**src/rtl/fetch_unit_pkg.sv**
```systemverilog
// Shared definitions for the instruction fetch stage: FSM encoding, defaults,
// and the {instr, pc} packet carried through the IF/ID register.
package fetch_unit_pkg;

    localparam logic [1:0] ST_REQ  = 2'd0;
    localparam logic [1:0] ST_WAIT = 2'd1;
    localparam logic [1:0] ST_HOLD = 2'd2;

    localparam logic [31:0] DEF_RESET_PC  = 32'h0000_0000;
    localparam logic [31:0] DEF_NOP_INSTR = 32'h0000_0013;

    typedef struct packed {
        logic [31:0] instr;
        logic [31:0] pc;
    } fetch_pkt_t;

    function automatic logic [31:0] align_pc(input logic [31:0] a);
        return {a[31:2], 2'b00};
    endfunction

endpackage

```
**src/rtl/fetch_unit_if_id_reg.sv**
```systemverilog
// IF/ID output register with a one-entry skid buffer; the skid absorbs the
// single response that may land while decode is stalled.
module if_id_reg
    import fetch_unit_pkg::*;
#(
    parameter logic [31:0] NOP_INSTR = DEF_NOP_INSTR
) (
    input  logic        clk,
    input  logic        rst_n,
    input  logic        flush,
    input  logic        in_valid,
    input  fetch_pkt_t  in_pkt,
    input  logic        id_ready,
    output logic        id_valid,
    output logic [31:0] id_instr,
    output logic [31:0] id_pc,
    output logic [31:0] id_pc_plus4
);

    fetch_pkt_t skid;
    logic       skid_valid;

    assign id_pc_plus4 = id_pc + 32'd4;

    always_ff @(posedge clk or negedge rst_n) begin
        if (!rst_n) begin
            id_valid   <= 1'b0;
            id_instr   <= NOP_INSTR;
            id_pc      <= 32'h0;
            skid       <= '0;
            skid_valid <= 1'b0;
        end else if (flush) begin
            id_valid   <= 1'b0;
            id_instr   <= NOP_INSTR;
            skid_valid <= 1'b0;
        end else if (in_valid) begin
            if (!id_valid || id_ready) begin
                id_valid <= 1'b1;
                id_instr <= in_pkt.instr;
                id_pc    <= in_pkt.pc;
            end else begin
                skid       <= in_pkt;
                skid_valid <= 1'b1;
            end
        end else if (id_valid && id_ready) begin
            // A new load and a skid drain never coincide: the FSM only
            // waits on memory once the skid is empty.
            if (skid_valid) begin
                id_instr   <= skid.instr;
                id_pc      <= skid.pc;
                skid_valid <= 1'b0;
            end else begin
                id_valid <= 1'b0;
                id_instr <= NOP_INSTR;
            end
        end
    end

endmodule

```
**src/rtl/fetch_unit.sv**
```systemverilog
// Instruction fetch: owns the PC, issues single-outstanding imem reads and
// feeds decode through the IF/ID register; execute redirects kill in-flight reads.
module fetch_unit
    import fetch_unit_pkg::*;
#(
    parameter logic [31:0] RESET_PC  = DEF_RESET_PC,
    parameter logic [31:0] NOP_INSTR = DEF_NOP_INSTR
) (
    input  logic        clk,
    input  logic        rst_n,
    output logic        imem_req_valid,
    input  logic        imem_req_ready,
    output logic [31:0] imem_addr,
    input  logic        imem_rsp_valid,
    input  logic [31:0] imem_rsp_data,
    input  logic        redirect_valid,
    input  logic [31:0] redirect_pc,
    output logic        id_valid,
    input  logic        id_ready,
    output logic [31:0] id_instr,
    output logic [31:0] id_pc,
    output logic [31:0] id_pc_plus4
);

    logic [1:0]  state;
    logic [31:0] pc;
    logic        kill;
    logic        req_acc;
    logic        outstanding;
    logic        load_valid;
    fetch_pkt_t  load_pkt;

    // Request is masked while reset is held so nothing escapes before release.
    assign imem_req_valid = rst_n && (state == ST_REQ);
    assign imem_addr      = pc;
    assign req_acc        = imem_req_valid && imem_req_ready;

    // A response arriving this cycle retires the read, so a redirect then
    // has nothing left to kill.
    assign outstanding = req_acc || ((state == ST_WAIT) && !imem_rsp_valid);
    assign load_valid  = (state == ST_WAIT) && imem_rsp_valid && !kill && !redirect_valid;
    assign load_pkt    = '{instr: imem_rsp_data, pc: pc};

    always_ff @(posedge clk or negedge rst_n) begin
        if (!rst_n) begin
            state <= ST_REQ;
            pc    <= RESET_PC;
            kill  <= 1'b0;
        end else if (redirect_valid) begin
            pc    <= align_pc(redirect_pc);
            kill  <= outstanding;
            state <= outstanding ? ST_WAIT : ST_REQ;
        end else begin
            case (state)
                ST_REQ: begin
                    if (req_acc) state <= ST_WAIT;
                end
                ST_WAIT: begin
                    if (imem_rsp_valid) begin
                        if (kill) begin
                            kill  <= 1'b0;
                            state <= ST_REQ;
                        end else begin
                            pc    <= pc + 32'd4;
                            state <= (!id_valid || id_ready) ? ST_REQ : ST_HOLD;
                        end
                    end
                end
                ST_HOLD: begin
                    if (id_ready) state <= ST_REQ;
                end
                default: state <= ST_REQ;
            endcase
        end
    end

    if_id_reg #(.NOP_INSTR(NOP_INSTR)) u_if_id (
        .clk         (clk),
        .rst_n       (rst_n),
        .flush       (redirect_valid),
        .in_valid    (load_valid),
        .in_pkt      (load_pkt),
        .id_ready    (id_ready),
        .id_valid    (id_valid),
        .id_instr    (id_instr),
        .id_pc       (id_pc),
        .id_pc_plus4 (id_pc_plus4)
    );

endmodule

```
**config.mk**
```make
export PLATFORM = sky130hd
export DESIGN_NAME = fetch_unit
export DESIGN_NICKNAME = d
export VERILOG_FILES = /design/src/rtl/fetch_unit_pkg.sv /design/src/rtl/fetch_unit_if_id_reg.sv /design/src/rtl/fetch_unit.sv
export SDC_FILE = /design/constraint.sdc
export NUM_CORES = 1
export LEC_CHECK = 0
export CAP_MARGIN = 20
export CORE_MARGIN = 4
export CORE_UTILIZATION = 39
export CTS_BUF_LIST = sky130_fd_sc_hd__clkbuf_16
export DETAILED_ROUTE_END_ITERATION = 6
export PLACE_DENSITY = 0.63
export SYNTH_ARGS = -nofsm -noshare
export SYNTH_HDL_FRONTEND = slang
export SYNTH_HIERARCHICAL = 1
export SYNTH_SLANG_ARGS = --single-unit
```
**constraint.sdc**
```tcl
create_clock -name clk -period 4 [get_ports clk]
set_input_delay 0.8 -clock clk [delete_from_list [all_inputs] [get_ports clk]]
set_output_delay 0.8 -clock clk [all_outputs]
set_load 0.01 [all_outputs]
```
* Yosys cells after proc, flatten, opt, wreduce, memory -nomap -nowiden
Index checks and enable logic that the tools add are counted.
Word-level totals: bits in registers 165, output and inout bits 130, logic and storage cells 83
Cells by class: add/sub/neg operators 2, equal/unequal tests 10, mux-type cells 33, bitwise logic cells 2, reduce and logical (&&, ||, !) cells 27
Operators with widths (count):
- 2-to-1 mux 32 bit | 13
- adder 32 x 3 -> 32 bit, second input constant | 2
- inequality test 3 bit, second input constant | 5
- 2-to-1 mux 1 bit | 13
- 2-to-1 mux 2 bit | 6
- AND reduction 3 bit | 4
- nonzero test 2 bit | 4
- logical AND 1 bit | 7
- case mux 2 bit (3 select lines) | 1
- AND reduction 2 bit | 3
- zero test 1 bit | 4
- AND reduction 4 bit | 1
- inequality test 3 x 2 -> 1 bit, second input constant | 1
- nonzero test 3 bit | 1
- == test 2 x 1 -> 1 bit, second input constant | 1
- == test 2 bit, second input constant | 1
- zero test 2 bit | 1
- logical OR 1 bit | 2
- inequality test 2 x 1 -> 1 bit, second input constant | 1
- inequality test 2 bit, second input constant | 1
- inverter 1 bit | 2

* Longest topological paths before layout
depth in word-level cells 7, mapped depth 10

* Hierarchy
The synthesis kept the hierarchy.
Modules (own cells, without submodules):
- if_id_reg | instances 1, cells an instance 523, area each 6010.8 µm², seq. area each 3256.9 µm²
- fetch_unit | instances 1, cells an instance 230, area each 2000.7 µm², seq. area each 825.8 µm²

* Least setup slack after synthesis
No wires, ideal clock.
path kind input -> register, start input redirect_valid, end register u_if_id/skid[6] (netlist bit), setup time 0.128 ns, data arrival time 2.330 ns, data required time 3.872 ns, path slack 1.542 ns, stages on the path 8, buffers on the path 4, path through clkbuf_1 > buf_1 > nor2_1 > nor2b_1 > and2_1 > buf_4 > buf_6 > mux2_1
Between the ends: word-level cells in the longest chain between the ends 3
RTL lines:
- start, declared | line fetch_unit.sv:16 | input logic redirect_valid,
- zero test 1 bit | line fetch_unit.sv:41 | assign load_valid = (state == ST_WAIT) && imem_rsp_valid && !kill && !redirect_valid;
- logical AND 1 bit | line fetch_unit.sv:41
- net load_valid | line fetch_unit.sv:30 | logic load_valid;
- AND reduction 3 bit (no source line)
- end signal, assigned | line fetch_unit_if_id_reg.sv:42 | skid <= in_pkt;
- end, declared | line fetch_unit_if_id_reg.sv:20 | fetch_pkt_t skid;
The timed path passes the listed nets, and every way through them passes these cells. A chain may end at the register's enable or synchronous reset.

* Worst setup path in the final report
start register u_if_id.id_pc[2], end output id_pc_plus4[30]
Between the ends: word-level cells in the longest chain between the ends 1
RTL lines:
- start, declared | line fetch_unit_if_id_reg.sv:16 | output logic [31:0] id_pc,
- start signal, assigned | line fetch_unit_if_id_reg.sv:40 | id_pc <= in_pkt.pc;
- start signal, assigned | line fetch_unit_if_id_reg.sv:50 | id_pc <= skid.pc;
- adder 32 x 3 -> 32 bit | line fetch_unit_if_id_reg.sv:23 | assign id_pc_plus4 = id_pc + 32'd4;
- end, declared | line fetch_unit.sv:22 | output logic [31:0] id_pc_plus4
No other way between the ends.

==> key figures <==
Clock network
  • Max clock buf depth: 2
  • Clock Latency Late Sink: 0.43 ns
  • Clock Pin Slew Worst Setup and Hold Paths: 0.07 ns
  • Post_cts resized: 0
  • Hold_buf cts: 0
  • Postcts setup bufs: 0
  • H-tree Lvls: 4
  • CTS tree: built
  • Clock sinks: 163
  • Number of CTS-inserted buffers: 17
  • CTS Root Cell: clkbuf_16

Layout
  • Proportion of layout cells with a drive suffix above 1: 0.122
  • Nets: 1010
  • Layout area overhead: 34.6%
  • Antenna cells: 0

Critical path
  • CP Capture Type: primary output
  • CP Max Fanout: 7
  • Worst setup endpoint: id_pc_plus4[30]
  • Arrival time at the worst endpoint: 2.70 ns
  • Critical Path RT: 3.20 ns
  • FF-to-FF Start: state[1]
  • Launch point of the worst path: u_if_id/id_pc[2]
  • Crit Path Class: flip-flop to primary output
  • R2r endpoint: u_if_id/skid[11]
  • FF-to-FF path depth: 7
  • Critical path launch point type: flip-flop
  • R2r setup slk: 1.52 ns

Yosys
  • Seq cells post-synth: 163
  • Sequential-to-total area share from yosys stat: 0.510
  • Post-synthesis instance area: 8010 um2
  • Yosys cell types: 56
  • Cell count after synthesis: 753
  • Post-synth top area cell: dfrtp_1
  • Post-synth EDFFs: 0
  • Synth Flop Type: dfrtp_1
  • Yosys top cell area share: 0.500
  • Synth warn: 6
  • Avg Cell Area, Syn: 10.6 um2
  • Post-synth ARST share: 1.00
  • Synth area leaders: dfrtp_1 50%, mux2_2 7.4%, mux2i_1 4.1%
  • Most frequent cell after synthesis: dfrtp_1
  • Top cells by count, synth: 160 x dfrtp_1, 68 x nand2_1, 61 x nor2_1

Power
  • Tot Pwr: 0.00504 W
  • Leak: 4.41 nW
  • Cell Pwr Density: 468 nW/um2
  • Worst vdd ir: 306 uV

STA
  • Crit share post-route: 0.874
  • Setup WS post-layout: 0.503 ns
  • Worst-Margin Slew: 0.912 ns
  • Relative slew slack: 0.392
  • Final setup violation count: 0
  • Worst Skew: 0.0156 ns
  • Slew Viols, Final: 0
  • Setup TNS: 0 ns
  • Fmax: 286 MHz
  • RSZ-0062 raised after global routing: false
  • Final hold viol count: 0
  • Final min period: 3.50 ns

Floorplan
  • Height of the die: 151 um
  • Die W: 151 um
  • Num rows: 52
  • Die Footprint: 22900 um2
  • Core area: 20200 um2
  • IO Pins: 200
  • Starting Density: 0.396

Drt
  • 1st-pass router iterations: 5
  • WL/cell: 17.6 um
  • Via Count: 6433
  • Initial DRC count: 392
  • Vias per Instance: 5.27
  • Post-route ant nets: 0
  • DRC: 0
  • Final WL: 21.5 mm

GRT
  • GRT Total Usage: 0.191
  • Vias in the first global route: 6090
  • First-pass GRT wire length: 34.1 mm
  • Total grt overflow: 0
  • Initial antenna violation count: 0
  • Largest net degree at the start of global routing: 76

Placed design
  • Detail Placement HPWL: 15.2 mm
  • GPL Wtd Cong: 0.838
  • IO Port Bufs: 195
  • Pre-CTS WS: 0.713 ns

Worst hold path
  • Worst hold path type: flip-flop to flip-flop

Flow run
  • Max Cap Viol: 0

Run status
  • Outcome: complete, no violations
[power breakdown]
| group | internal, W | total [W] | switching [W] |
|---|---|---|---|
| clock network | 0.000875 | 0.00159 | 0.000712 |
| registers | 0.00182 | 0.00214 | 0.000321 |
| logic | 0.000750 | 0.00131 | 0.000564 |
[layer usage]
| metal | vias up | share of wire | GRT usage |
|---|---|---|---|
| met5 | - | 0 | 0 |
| met4 | 0 | 0.014 | 0.0626 |
| met3 | 19 | 0.074 | 0.0425 |
| met2 | 208 | 0.44 | 0.277 |
| met1 | 3088 | 0.48 | 0.283 |
| li1 | 3118 | - | - |
[how the worst min path moves through the flow]
stage                     depth (start not counted)                    to                 start
final                                             2  u_if_id/id_instr[20]  u_if_id/id_instr[20]
after global routing                              1      u_if_id/skid[29]      u_if_id/skid[29]
after CTS                                         2  u_if_id/id_instr[25]  u_if_id/id_instr[25]
after detailed placement                          2  u_if_id/id_instr[25]  u_if_id/id_instr[25]
after global placement                            2  u_if_id/id_instr[27]  u_if_id/id_instr[27]
after floorplan                                   1      u_if_id/skid[29]      u_if_id/skid[29]
[worst max-delay path: stages, from the launching register on]
cell	delay (ns)
dfrtp_1	0.43
ha_1	0.23
and4_4	0.26
nor4b_4	0.42
nand4_1	0.17
xnor2_1	0.17
clkdlybuf4s50_1	0.58
[metrics by stage]
stage               hold WS [ns]   util  instances  instance area, um2
floorplan                  0.457      -        758                8030
global placement           0.459  0.503       1188               10200
detailed placement         0.469  0.503       1188               10200
CTS                        0.484  0.531       1220               10800
global route               0.496  0.533       1221               10800
finish                     0.477  0.533       1221               10800
[flip-flops by register name, indices dropped and copies added, names as in the netlist]
register / cells
u_if_id/id_valid: 1
state: 2
kill: 1
imem_addr: 30
u_if_id/skid_valid: 1
u_if_id/skid: 64
u_if_id/id_instr: 32
u_if_id/id_pc: 32
[cells in the final DEF (no fill, tap or decap), types with 3 or more instances in the layout]
master           netlist  final
nand2_1               68     68
clkinv_4               0      5
o21ai_1                9      9
o22ai_1                4      4
dfstp_2                3      3
clkdlybuf4s50_1        0    193
mux2i_1               33     33
and2_1                 6      5
o31ai_1               12     12
and4_1                 9      9
inv_1                  6      7
buf_4                  8     12
nand4_1               20     20
mux2_2                53     53
nor4_1                 4      4
clkbuf_16              0     17
or3_1                  4      4
o21ai_0               38     38
a21oi_1               38     38
xnor2_1               26     26
nor3_1                 6      6
a22oi_1               29     29
conb_1                 1      6
mux2_1                12     12
xor2_1                11     11
nand3_1               26     26
a31oi_1               16     16
nor2_1                61     60
dfrtp_1              160    160
nand2b_1               3      3
or4_1                 12     12
and3_1                 5      5
inv_6                  0      5
[layout make-up]
class / instances / area (um2)
flip-flops and latches: 163 / 4080
fillers: 1820 / 9450
clock inverters: 15 / 148
inverters: 7 / 26.3
clock buffers: 17 / 425
repair buffers: 210 / 2110
multi-input cells: 539 / 3660
well taps: 270 / 338
[logic make-up after synthesis]
logic type / Yosys count / synth area share
xor+xnor: 37 / 0.0404
buf+inv: 56 / 0.0386
flops: 163 / 0.510
simple gates: 244 / 0.162
fa+ha+maj: 2 / 0.00312
compound gates: 152 / 0.114
mux: 98 / 0.133
other cells: 1 / 0.000468
No activity file was read; power rests on OpenSTA's default activity.
